--- src/rtl/eth_tx_counters_pkg.sv ---
// Shared constants, control-pair type and frame-length threshold helper
// for the Ethernet Tx counter block.
package eth_tx_counters_pkg;

  localparam int MAX_DEFER_NIB_DEF = 6071;
  localparam int CRC_NIB_DEF       = 8;
  localparam int SLOT_NIB_LOG2_DEF = 7;

  localparam int PREAMBLE_NIB = 14;
  localparam int SFD_NIB      = 2;
  localparam int ADDR_NIB     = 12;
  localparam int LEN_NIB      = 4;

  typedef struct packed {
    logic clr;
    logic inc;
  } cnt_ctl_t;

  // 2*fl - 1 - (crc_en ? crc_nib : 0), clamped to 0 when it would go negative.
  function automatic logic [15:0] len_thresh(input logic [15:0] fl,
                                             input logic        crc_en,
                                             input logic [4:0]  crc_nib);
    logic [17:0] t;
    t = {1'b0, fl, 1'b0} - 18'd1 - (crc_en ? {13'd0, crc_nib} : 18'd0);
    return t[17] ? 16'd0 : t[15:0];
  endfunction

endpackage

--- src/rtl/eth_sat_cnt16.sv ---
// 16-bit up counter with synchronous clear (priority) and optional
// saturation at all-ones.
module eth_sat_cnt16 (
  input  logic        clk,
  input  logic        rst,
  input  logic        clear,
  input  logic        inc,
  input  logic        sat_en,
  output logic [15:0] count
);

  always_ff @(posedge clk or posedge rst) begin
    if (rst)
      count <= 16'd0;
    else if (clear)
      count <= 16'd0;
    else if (inc && !(sat_en && (&count)))
      count <= count + 16'd1;
  end

endmodule

--- src/rtl/eth_tx_counters.sv ---
// Nibble / frame-nibble / byte counters and length decodes that follow the
// Tx state machine strobes; no state of its own beyond the three counters.
module eth_tx_counters
  import eth_tx_counters_pkg::*;
#(
  parameter int MAX_DEFER_NIB = MAX_DEFER_NIB_DEF,
  parameter int CRC_NIB       = CRC_NIB_DEF,
  parameter int SLOT_NIB_LOG2 = SLOT_NIB_LOG2_DEF
) (
  input  logic        MTxClk,
  input  logic        Reset,
  input  logic        StateIdle,
  input  logic        StateIPG,
  input  logic        StatePreamble,
  input  logic        StateSFD,
  input  logic        StateDA,
  input  logic        StateSA,
  input  logic        StateLength,
  input  logic [1:0]  StateData,
  input  logic        StatePAD,
  input  logic        StateFCS,
  input  logic        StateJam,
  input  logic        StateBackOff,
  input  logic        StateDefer,
  input  logic        StartIPG,
  input  logic        StartDefer,
  input  logic        StartPreamble,
  input  logic        StartSFD,
  input  logic        StartDA,
  input  logic        StartSA,
  input  logic        StartLength,
  input  logic        StartFCS,
  input  logic        StartJam,
  input  logic        StartBackoff,
  input  logic [1:0]  StartData,
  input  logic        CrcEn,
  input  logic        HugEn,
  input  logic        ExDfrEn,
  input  logic [15:0] MinFL,
  input  logic [15:0] MaxFL,
  output logic [15:0] NibCnt,
  output logic [15:0] FrmNibCnt,
  output logic [15:0] ByteCnt,
  output logic        NibCntEq7,
  output logic        NibCntEq15,
  output logic        NibbleMinFl,
  output logic        MaxFrame,
  output logic        TooBig,
  output logic        ExcessiveDefer
);

  localparam logic [15:0] DEFER_LIM = 16'(MAX_DEFER_NIB);
  localparam logic [4:0]  CRC_LEN   = 5'(CRC_NIB);

  cnt_ctl_t    nib_ctl, frm_ctl, byte_ctl;
  logic        frame_state;
  logic        slot_tick;
  logic [15:0] min_thr, max_thr, abs_lim;
  logic        unused_start_data1;

  // Data[0]->Data[1] needs no counter action; only Length->Data[0] clears.
  assign unused_start_data1 = StartData[1];

  assign frame_state = StateDA | StateSA | StateLength | (|StateData) |
                       StatePAD | StateFCS;
  assign slot_tick   = StateBackOff & (&NibCnt[SLOT_NIB_LOG2-1:0]);

  always_comb begin
    nib_ctl.clr  = StartIPG | StartDefer | StartPreamble | StartSFD | StartDA |
                   StartSA | StartLength | StartFCS | StartJam | StartBackoff |
                   StateIdle | (StateLength & StartData[0]);
    // Holding at the defer limit keeps ExcessiveDefer asserted while in Defer.
    nib_ctl.inc  = (StateIPG | StatePreamble | StateSFD | frame_state |
                    StateJam | StateBackOff | StateDefer) & ~ExcessiveDefer;
    frm_ctl.clr  = StartSFD;
    frm_ctl.inc  = frame_state;
    byte_ctl.clr = StartSFD | StartBackoff;
    byte_ctl.inc = (frame_state & FrmNibCnt[0]) | slot_tick;
  end

  eth_sat_cnt16 u_nib_cnt (
    .clk(MTxClk), .rst(Reset), .clear(nib_ctl.clr), .inc(nib_ctl.inc),
    .sat_en(1'b0), .count(NibCnt)
  );

  eth_sat_cnt16 u_frm_cnt (
    .clk(MTxClk), .rst(Reset), .clear(frm_ctl.clr), .inc(frm_ctl.inc),
    .sat_en(1'b1), .count(FrmNibCnt)
  );

  eth_sat_cnt16 u_byte_cnt (
    .clk(MTxClk), .rst(Reset), .clear(byte_ctl.clr), .inc(byte_ctl.inc),
    .sat_en(1'b1), .count(ByteCnt)
  );

  assign min_thr = len_thresh(MinFL, CrcEn, CRC_LEN);
  assign max_thr = len_thresh(MaxFL, CrcEn, CRC_LEN);
  assign abs_lim = 16'({MaxFL, 1'b0} - 17'd1);

  assign NibCntEq7      = (NibCnt[6:0] == 7'd7);
  assign NibCntEq15     = (NibCnt[6:0] == 7'd15);
  assign NibbleMinFl    = (FrmNibCnt >= min_thr);
  assign MaxFrame       = ~HugEn & (|StateData) & (FrmNibCnt == max_thr);
  assign TooBig         = ~HugEn & (FrmNibCnt == abs_lim) &
                          ((|StateData) | StatePAD | StateFCS);
  assign ExcessiveDefer = StateDefer & ~ExDfrEn & (NibCnt == DEFER_LIM);

endmodule

--- config.mk ---
export PLATFORM = sky130hd
export DESIGN_NAME = eth_tx_counters
export DESIGN_NICKNAME = d
export VERILOG_FILES = /design/src/rtl/eth_tx_counters_pkg.sv /design/src/rtl/eth_sat_cnt16.sv /design/src/rtl/eth_tx_counters.sv
export SDC_FILE = /design/constraint.sdc
export NUM_CORES = 1
export LEC_CHECK = 0
export ABC_AREA = 0
export ABC_CLOCK_PERIOD_IN_PS = 6400
export CAP_MARGIN = 0
export CORE_MARGIN = 8
export CORE_UTILIZATION = 25
export DETAILED_ROUTE_END_ITERATION = 12
export SLEW_MARGIN = 5
export SYNTH_ARGS = -nofsm -noshare
export SYNTH_HDL_FRONTEND = slang
export SYNTH_SLANG_ARGS = --single-unit
--- constraint.sdc ---
create_clock -name MTxClk -period 6.4 [get_ports MTxClk]
set_clock_uncertainty 0.05 [all_clocks]
set_input_delay 1.28 -clock MTxClk [delete_from_list [all_inputs] [get_ports MTxClk]]
set_output_delay 1.28 -clock MTxClk [all_outputs]
set_load 0.05 [all_outputs]
Word-level counts from Yosys, hierarchy flattened
Index checks and enable logic that the tools add are counted.
{"block": "totals", "elab_cells": 76, "regBits": 48, "output_inout_bits": 54, "input_bits": 63}
{"block": "op_classes", "n_eq_ne": 5, "n_reduce_logical": 11, "n_bitwise": 39, "n_addsub": 8, "order_cmp": 1, "muxes": 9}
{"op": "two-way mux 16 bit", "n": 8}
{"op": "adder 16 x 1 -> 16 bit, second input constant", "n": 3}
{"op": "subtractor 17 x 1 -> 18 bit, second input constant", "n": 2}
{"op": "equality test 16 bit", "n": 2}
{"op": "AND reduction 16 bit", "n": 2}
{"op": "OR 1 bit", "n": 26}
{"op": "subtractor 18 bit", "n": 1}
{"op": "subtractor 18 x 4 -> 18 bit", "n": 1}
{"op": "equality test 16 x 13 -> 1 bit, second input constant", "n": 1}
{"op": ">= comparator 16 bit", "n": 1}
{"op": "subtractor 16 x 1 -> 16 bit, second input constant", "n": 1}
{"op": "AND 1 bit", "n": 10}
{"op": "equality test 7 x 3 -> 1 bit, second input constant", "n": 1}
{"op": "equality test 7 x 4 -> 1 bit, second input constant", "n": 1}
{"op": "AND reduction 7 bit", "n": 1}
{"op": "nonzero test 2 bit", "n": 3}
{"op": "two-way mux 4 bit", "n": 1}
{"op": "inverter 1 bit", "n": 3}
{"op": "logical AND 1 bit", "n": 2}
{"op": "logical NOT 1 bit", "n": 2}
{"op": "OR reduction 2 bit", "n": 1}

Logic depth before layout (Yosys ltp)
Gate-level depths: netlist of run 1.
{"block": "depth", "ltp_word": 12, "depth_mapped": 17, "depth_no_buf": 15}

By module
Synthesis of run 1 repeated with hierarchy kept, for this count alone.
{"block": "unflattened", "hier_cells": 581, "hier_area_um2": 4699.5}
{"module": "eth_sat_cnt16", "instances": 3, "cells_each": 95, "area_each_um2": 915.9, "seq_area_each_um2": 400.4}
{"module": "eth_tx_counters", "instances": 1, "cells_each": 296, "area_each_um2": 1951.9, "seq_area_each_um2": 0.0}

Worst setup path after synthesis of run 1
Ideal clock, no wire load.
{"block": "synth_path", "path_kind": "input-to-output", "startpoint": "input CrcEn", "endpoint": "output NibbleMinFl", "cell_stages": 17, "path_buffers": 2, "path_slack_ns": 0.762, "required_time_ns": 5.070, "arrival_time_ns": 4.308, "cell_sequence": "inv_1 ha_1 or2_2 a21o_1 or3_1 clkbuf_1 nor2_1 nand2_1 clkbuf_1 ha_1 nand2b_1 a21o_1 a21o_1 a21oi_1 o21ai_0 o211ai_1 o211ai_1"}
{"block": "synth_via", "elab_chain_cells": 4}
{"item": "from (decl)", "line": "eth_tx_counters.sv:36", "text": "input logic CrcEn,"}
{"item": "two-way mux 4 bit", "line": "eth_tx_counters_pkg.sv:24", "text": "t = {1'b0, fl, 1'b0} - 18'd1 - (crc_en ? {13'd0, crc_nib} : 18'd0);"}
{"item": "subtractor 18 bit", "line": "eth_tx_counters_pkg.sv:24"}
{"item": "two-way mux 16 bit", "line": "eth_tx_counters_pkg.sv:25", "text": "return t[17] ? 16'd0 : t[15:0];"}
{"item": ">= comparator 16 bit", "line": "eth_tx_counters.sv:102", "text": "assign NibbleMinFl = (FrmNibCnt >= min_thr);"}
{"item": "to (decl)", "line": "eth_tx_counters.sv:46", "text": "output logic NibbleMinFl,"}
No other way between the ends.

Worst setup path after layout of run 1
Ends and elaborated chain as after synthesis.

==> impl_metrics.env, run 1 <==
export IMPL_final_max_slew_viol_count=0
export IMPL_cp_most_frequent_cell="a21o_1"
export IMPL_netSwitchingFraction_pct=26.8
export IMPL_wire_per_inst_um=15.1
export IMPL_post_layout_instance_count_excluding_filler_cells=857
export IMPL_seq_power_share_pct=40.0
export IMPL_p_leak_nw=2.34
export IMPL_fin_nets=717
export IMPL_ys_warnings_count=0
export IMPL_worst_hold_path_type="register to register"
export IMPL_synthesized_netlist_cell_count=526
export IMPL_synth_edff_count=0
export IMPL_areaGrowthSynthToFinish_pct=34.3
export IMPL_syn_area_sq_mm=0.00434
export IMPL_clock_insertion_delay_worst_skew_ps=290
export IMPL_drc_errors_left=0
export IMPL_groute_usage_overall_pct=11.8
export IMPL_setup_violations=0
export IMPL_ir_drop_mv=0.0944
export IMPL_fp_dieH_um=148
export IMPL_hpwl_mm=10.5
export IMPL_intPower_w=0.000569
export IMPL_drt_vias_per_instance=4.68
export IMPL_gpl_final_weighted_congestion=0.824
export IMPL_endpoint_arrival_time_on_the_critical_path_ps=4790
export IMPL_crit_required_ps=5070
export IMPL_max_cap_violations=0
export IMPL_cts_root_buffer="clkbuf_16"
export IMPL_first_pass_iters=4
export IMPL_core_rowCount=48
export IMPL_start_util_pct=25.3
export IMPL_cts_inserted_buffers=5
export IMPL_clk_pin_slew_worst_paths_ps=70
export IMPL_slew_headroom_pct=54.7
export IMPL_tritoncts="done"
export IMPL_grt_max_degree=49
export IMPL_io_pin_count=117
export IMPL_clock_tree_htree_level_count=2
export IMPL_synth_fp_nets=612
export IMPL_finalHoldViolations=0
export IMPL_cts_sink_count=48
export IMPL_die_width_um=148
export IMPL_pin_slew_with_the_least_headroom_to_its_limit_ps=671
export IMPL_grt_overflow_total=0
export IMPL_worstPathCellList="clkdlybuf4s50_1 -> inv_1 -> ha_1 -> or2_2 -> a21o_1 -> or3_1 -> nor2_1 -> nand2_2 -> buf_4 -> nand2_1 -> ha_1 -> a21o_1 -> a21o_1 -> a21oi_1 -> o21ai_0 -> o211ai_1 -> o211ai_1 -> buf_4"
export IMPL_antenna_violating_nets_post_route=0
export IMPL_fraction_of_final_layout_cells_sized_beyond_drive_strength_1_pct=6.01
export IMPL_detailroute_via_count=4014
export IMPL_finalWorstPathRequiredPeriod_ps=6120
export IMPL_critical_path_slowest_cell="clkdlybuf4s50_1"
export IMPL_p_comb_share_pct=20.2
export IMPL_timing_final_crit_share_pct=95.7
export IMPL_io_buffers=115
export IMPL_avgSynthCellArea_sq_um=8.24
export IMPL_run_status="complete, no violations"
export IMPL_finalPower_w=0.000776
export IMPL_synth_ff_type="dfrtp_1"
export IMPL_yosysUniqueCellTypes=65
export IMPL_clockPowerShare_pct=39.8
export IMPL_psw_w=0.000208
export IMPL_antenna_cells=0
export IMPL_core_area_sq_mm=0.0171
export IMPL_synth_async_sr_flop_share_pct=100
export IMPL_initial_antenna_violation_count=0
export IMPL_endpoint_kind="primary output"
export IMPL_start_kind="primary input"
export IMPL_grt_pass1_wl_mm=21.0
export IMPL_crit_type="primary input to primary output"
export IMPL_hold_ws_ps=518
export IMPL_drt_iter0_drc=210
export IMPL_dieArea_sq_mm=0.0218
export IMPL_max_clock_path_buffers=2
export IMPL_power_density_mw_per_mm2=133
export IMPL_max_freq_mhz=163
export IMPL_yosys_register_bits=48
export IMPL_wl_mm=13.0
export IMPL_post_place_cells=846
export IMPL_cpPeakStageDelay_ps=480
export IMPL_first_global_vias=3941
export IMPL_cp_max_fo=8
export IMPL_ys_seq_area_share_pct=27.7
## power groups by stage
| stage | Combinational [W] | Clock, W | Sequential, W |
|---|---|---|---|
| floorplan | 0.0000875 | 0 | 0.000321 |
| global placement | 0.000157 | 0 | 0.000316 |
| detailed placement | 0.000157 | 0 | 0.000316 |
| CTS | 0.000158 | 0.000318 | 0.000311 |
| global route | 0.000174 | 0.000331 | 0.000311 |
| finish | 0.000157 | 0.000309 | 0.000310 |
## placed cells by master (no fill, tap or decap), types with 3 or more instances in the layout
cell	instances
buf_4	14
xnor2_1	35
or2_2	4
a211oi_1	3
clkdlybuf4s50_1	113
nand4_1	18
nand3_1	23
xor2_1	52
o21ai_0	8
or4_1	6
a21o_1	8
dfrtp_1	48
clkbuf_16	5
nor3_1	16
mux2i_1	5
nor2_1	75
nor4_1	11
a21oi_1	18
inv_1	12
nand2b_1	6
and3_1	13
ha_1	23
nand2_1	44
nor2b_1	5
or3_1	10
o21a_1	3
## what timing repair did
action / CTS / global route
hold buffers: 0 / 0
setup endpoints to repair: 0 / 1
resized for setup: 0 / 1
buffers inserted: 0 / 3
## flip-flops by register name, indices dropped and copies added, names as in the netlist
signal / cells
u_frm_cnt.count: 16
u_byte_cnt.count: 16
u_nib_cnt.count: 16
## synth_stat cells, drive strengths merged, types with 3 or more instances
library cell,number,area [sq um]
and2,3,18.8
nand2,46,175
nor2b,5,31.3
xnor2,35,307
o21a,3,22.5
inv,13,48.8
nor4,13,93.8
ha,23,288
nor4b,3,41.3
mux2i,5,50.1
a21o,9,68.8
nor3,16,80.1
nor2,76,288
clkbuf,25,145
and3,14,88.8
o21ai,9,45.0
a211oi,3,22.5
or2,4,25.0
xor2,52,455
nand2b,6,37.5
a21oi,18,90.1
or3,11,70.1
nand3,23,115
dfrtp,48,1200
nand4,18,113
or4,7,56.3
buf,3,27.5
a2111oi,3,32.5
## layer usage
| layer | vias to the layer above | part of all wire [%] | GRT usage, % |
|---|---|---|---|
| met2 | 61 | 48 | 19.8 |
| met1 | 1876 | 45 | 14.9 |
| met4 | 0 | 1.8 | 3.26 |
| met5 | - | 0 | 0 |
| li1 | 2064 | - | - |
| met3 | 13 | 4.3 | 2.42 |
## worst paths after layout
kind | to | cells after the start | slack (ps) | start
worst max-delay path | NibbleMinFl | 18 | 280 | CrcEn
worst min-delay path | u_byte_cnt.count[7]$_DFFE_PP0P_ | 2 | 520 | u_byte_cnt.count[7]$_DFFE_PP0P_
worst max register to register | u_frm_cnt.count[15]$_DFFE_PP0P_ | 7 | 3850 | u_frm_cnt.count[4]$_DFFE_PP0P_
worst min register to register | u_byte_cnt.count[7]$_DFFE_PP0P_ | 2 | 520 | u_byte_cnt.count[7]$_DFFE_PP0P_
max in group asynchronous | u_frm_cnt.count[1]$_DFFE_PP0P_ | 3 | 4450 | Reset
min in group asynchronous | u_byte_cnt.count[8]$_DFFE_PP0P_ | 3 | 1410 | Reset
## stage by stage
stage               instance area, sq um  util [%]  worst slack, ps  TNS (ps)
global route                        5820      34.0            -4.37     -4.37
global placement                    5630      32.9              163         0
finish                              5820      34.0              275         0
floorplan                           4340         -              762         0
CTS                                 5800      33.9              176         0
detailed placement                  5630      32.9              195         0
## worst max-delay path, delay by kind of cell
| family | cells | cell delay (ps) |
|---|---|---|
| AOI/OAI and AO/OA | 7 | 1040 |
| adders and majority gates | 2 | 430 |
| buffers and inverters | 4 | 980 |
| and+or+nand+nor | 5 | 1050 |
## area by class of cell
cell class | count | area (sq um)
clock buffer | 5 | 125
clock inverter | 3 | 46.3
fill | 1798 | 11300
inverter | 13 | 48.8
multi-input combinational | 436 | 2880
sequential | 48 | 1200
tap | 225 | 282
timing repair buffer | 127 | 1240
## cell families (layout without fill, tap and decap cells)
kind of cell	after synthesis	after routing	share of synthesized area (%)
buf+inv	42	148	5.86
flops	48	48	27.7
xor+xnor	87	87	17.6
mux	5	5	1.15
compound gates	66	66	10.6
simple gates	255	255	30.5
fa+ha+maj	23	23	6.64
Power figures use the tool's default switching activity.
==> run 2: changes to the inputs <==
- CAP_MARGIN: 0 -> 20
==> results of run 2 <==
The final DEF is identical to that of run 1; final timing and power are the same.
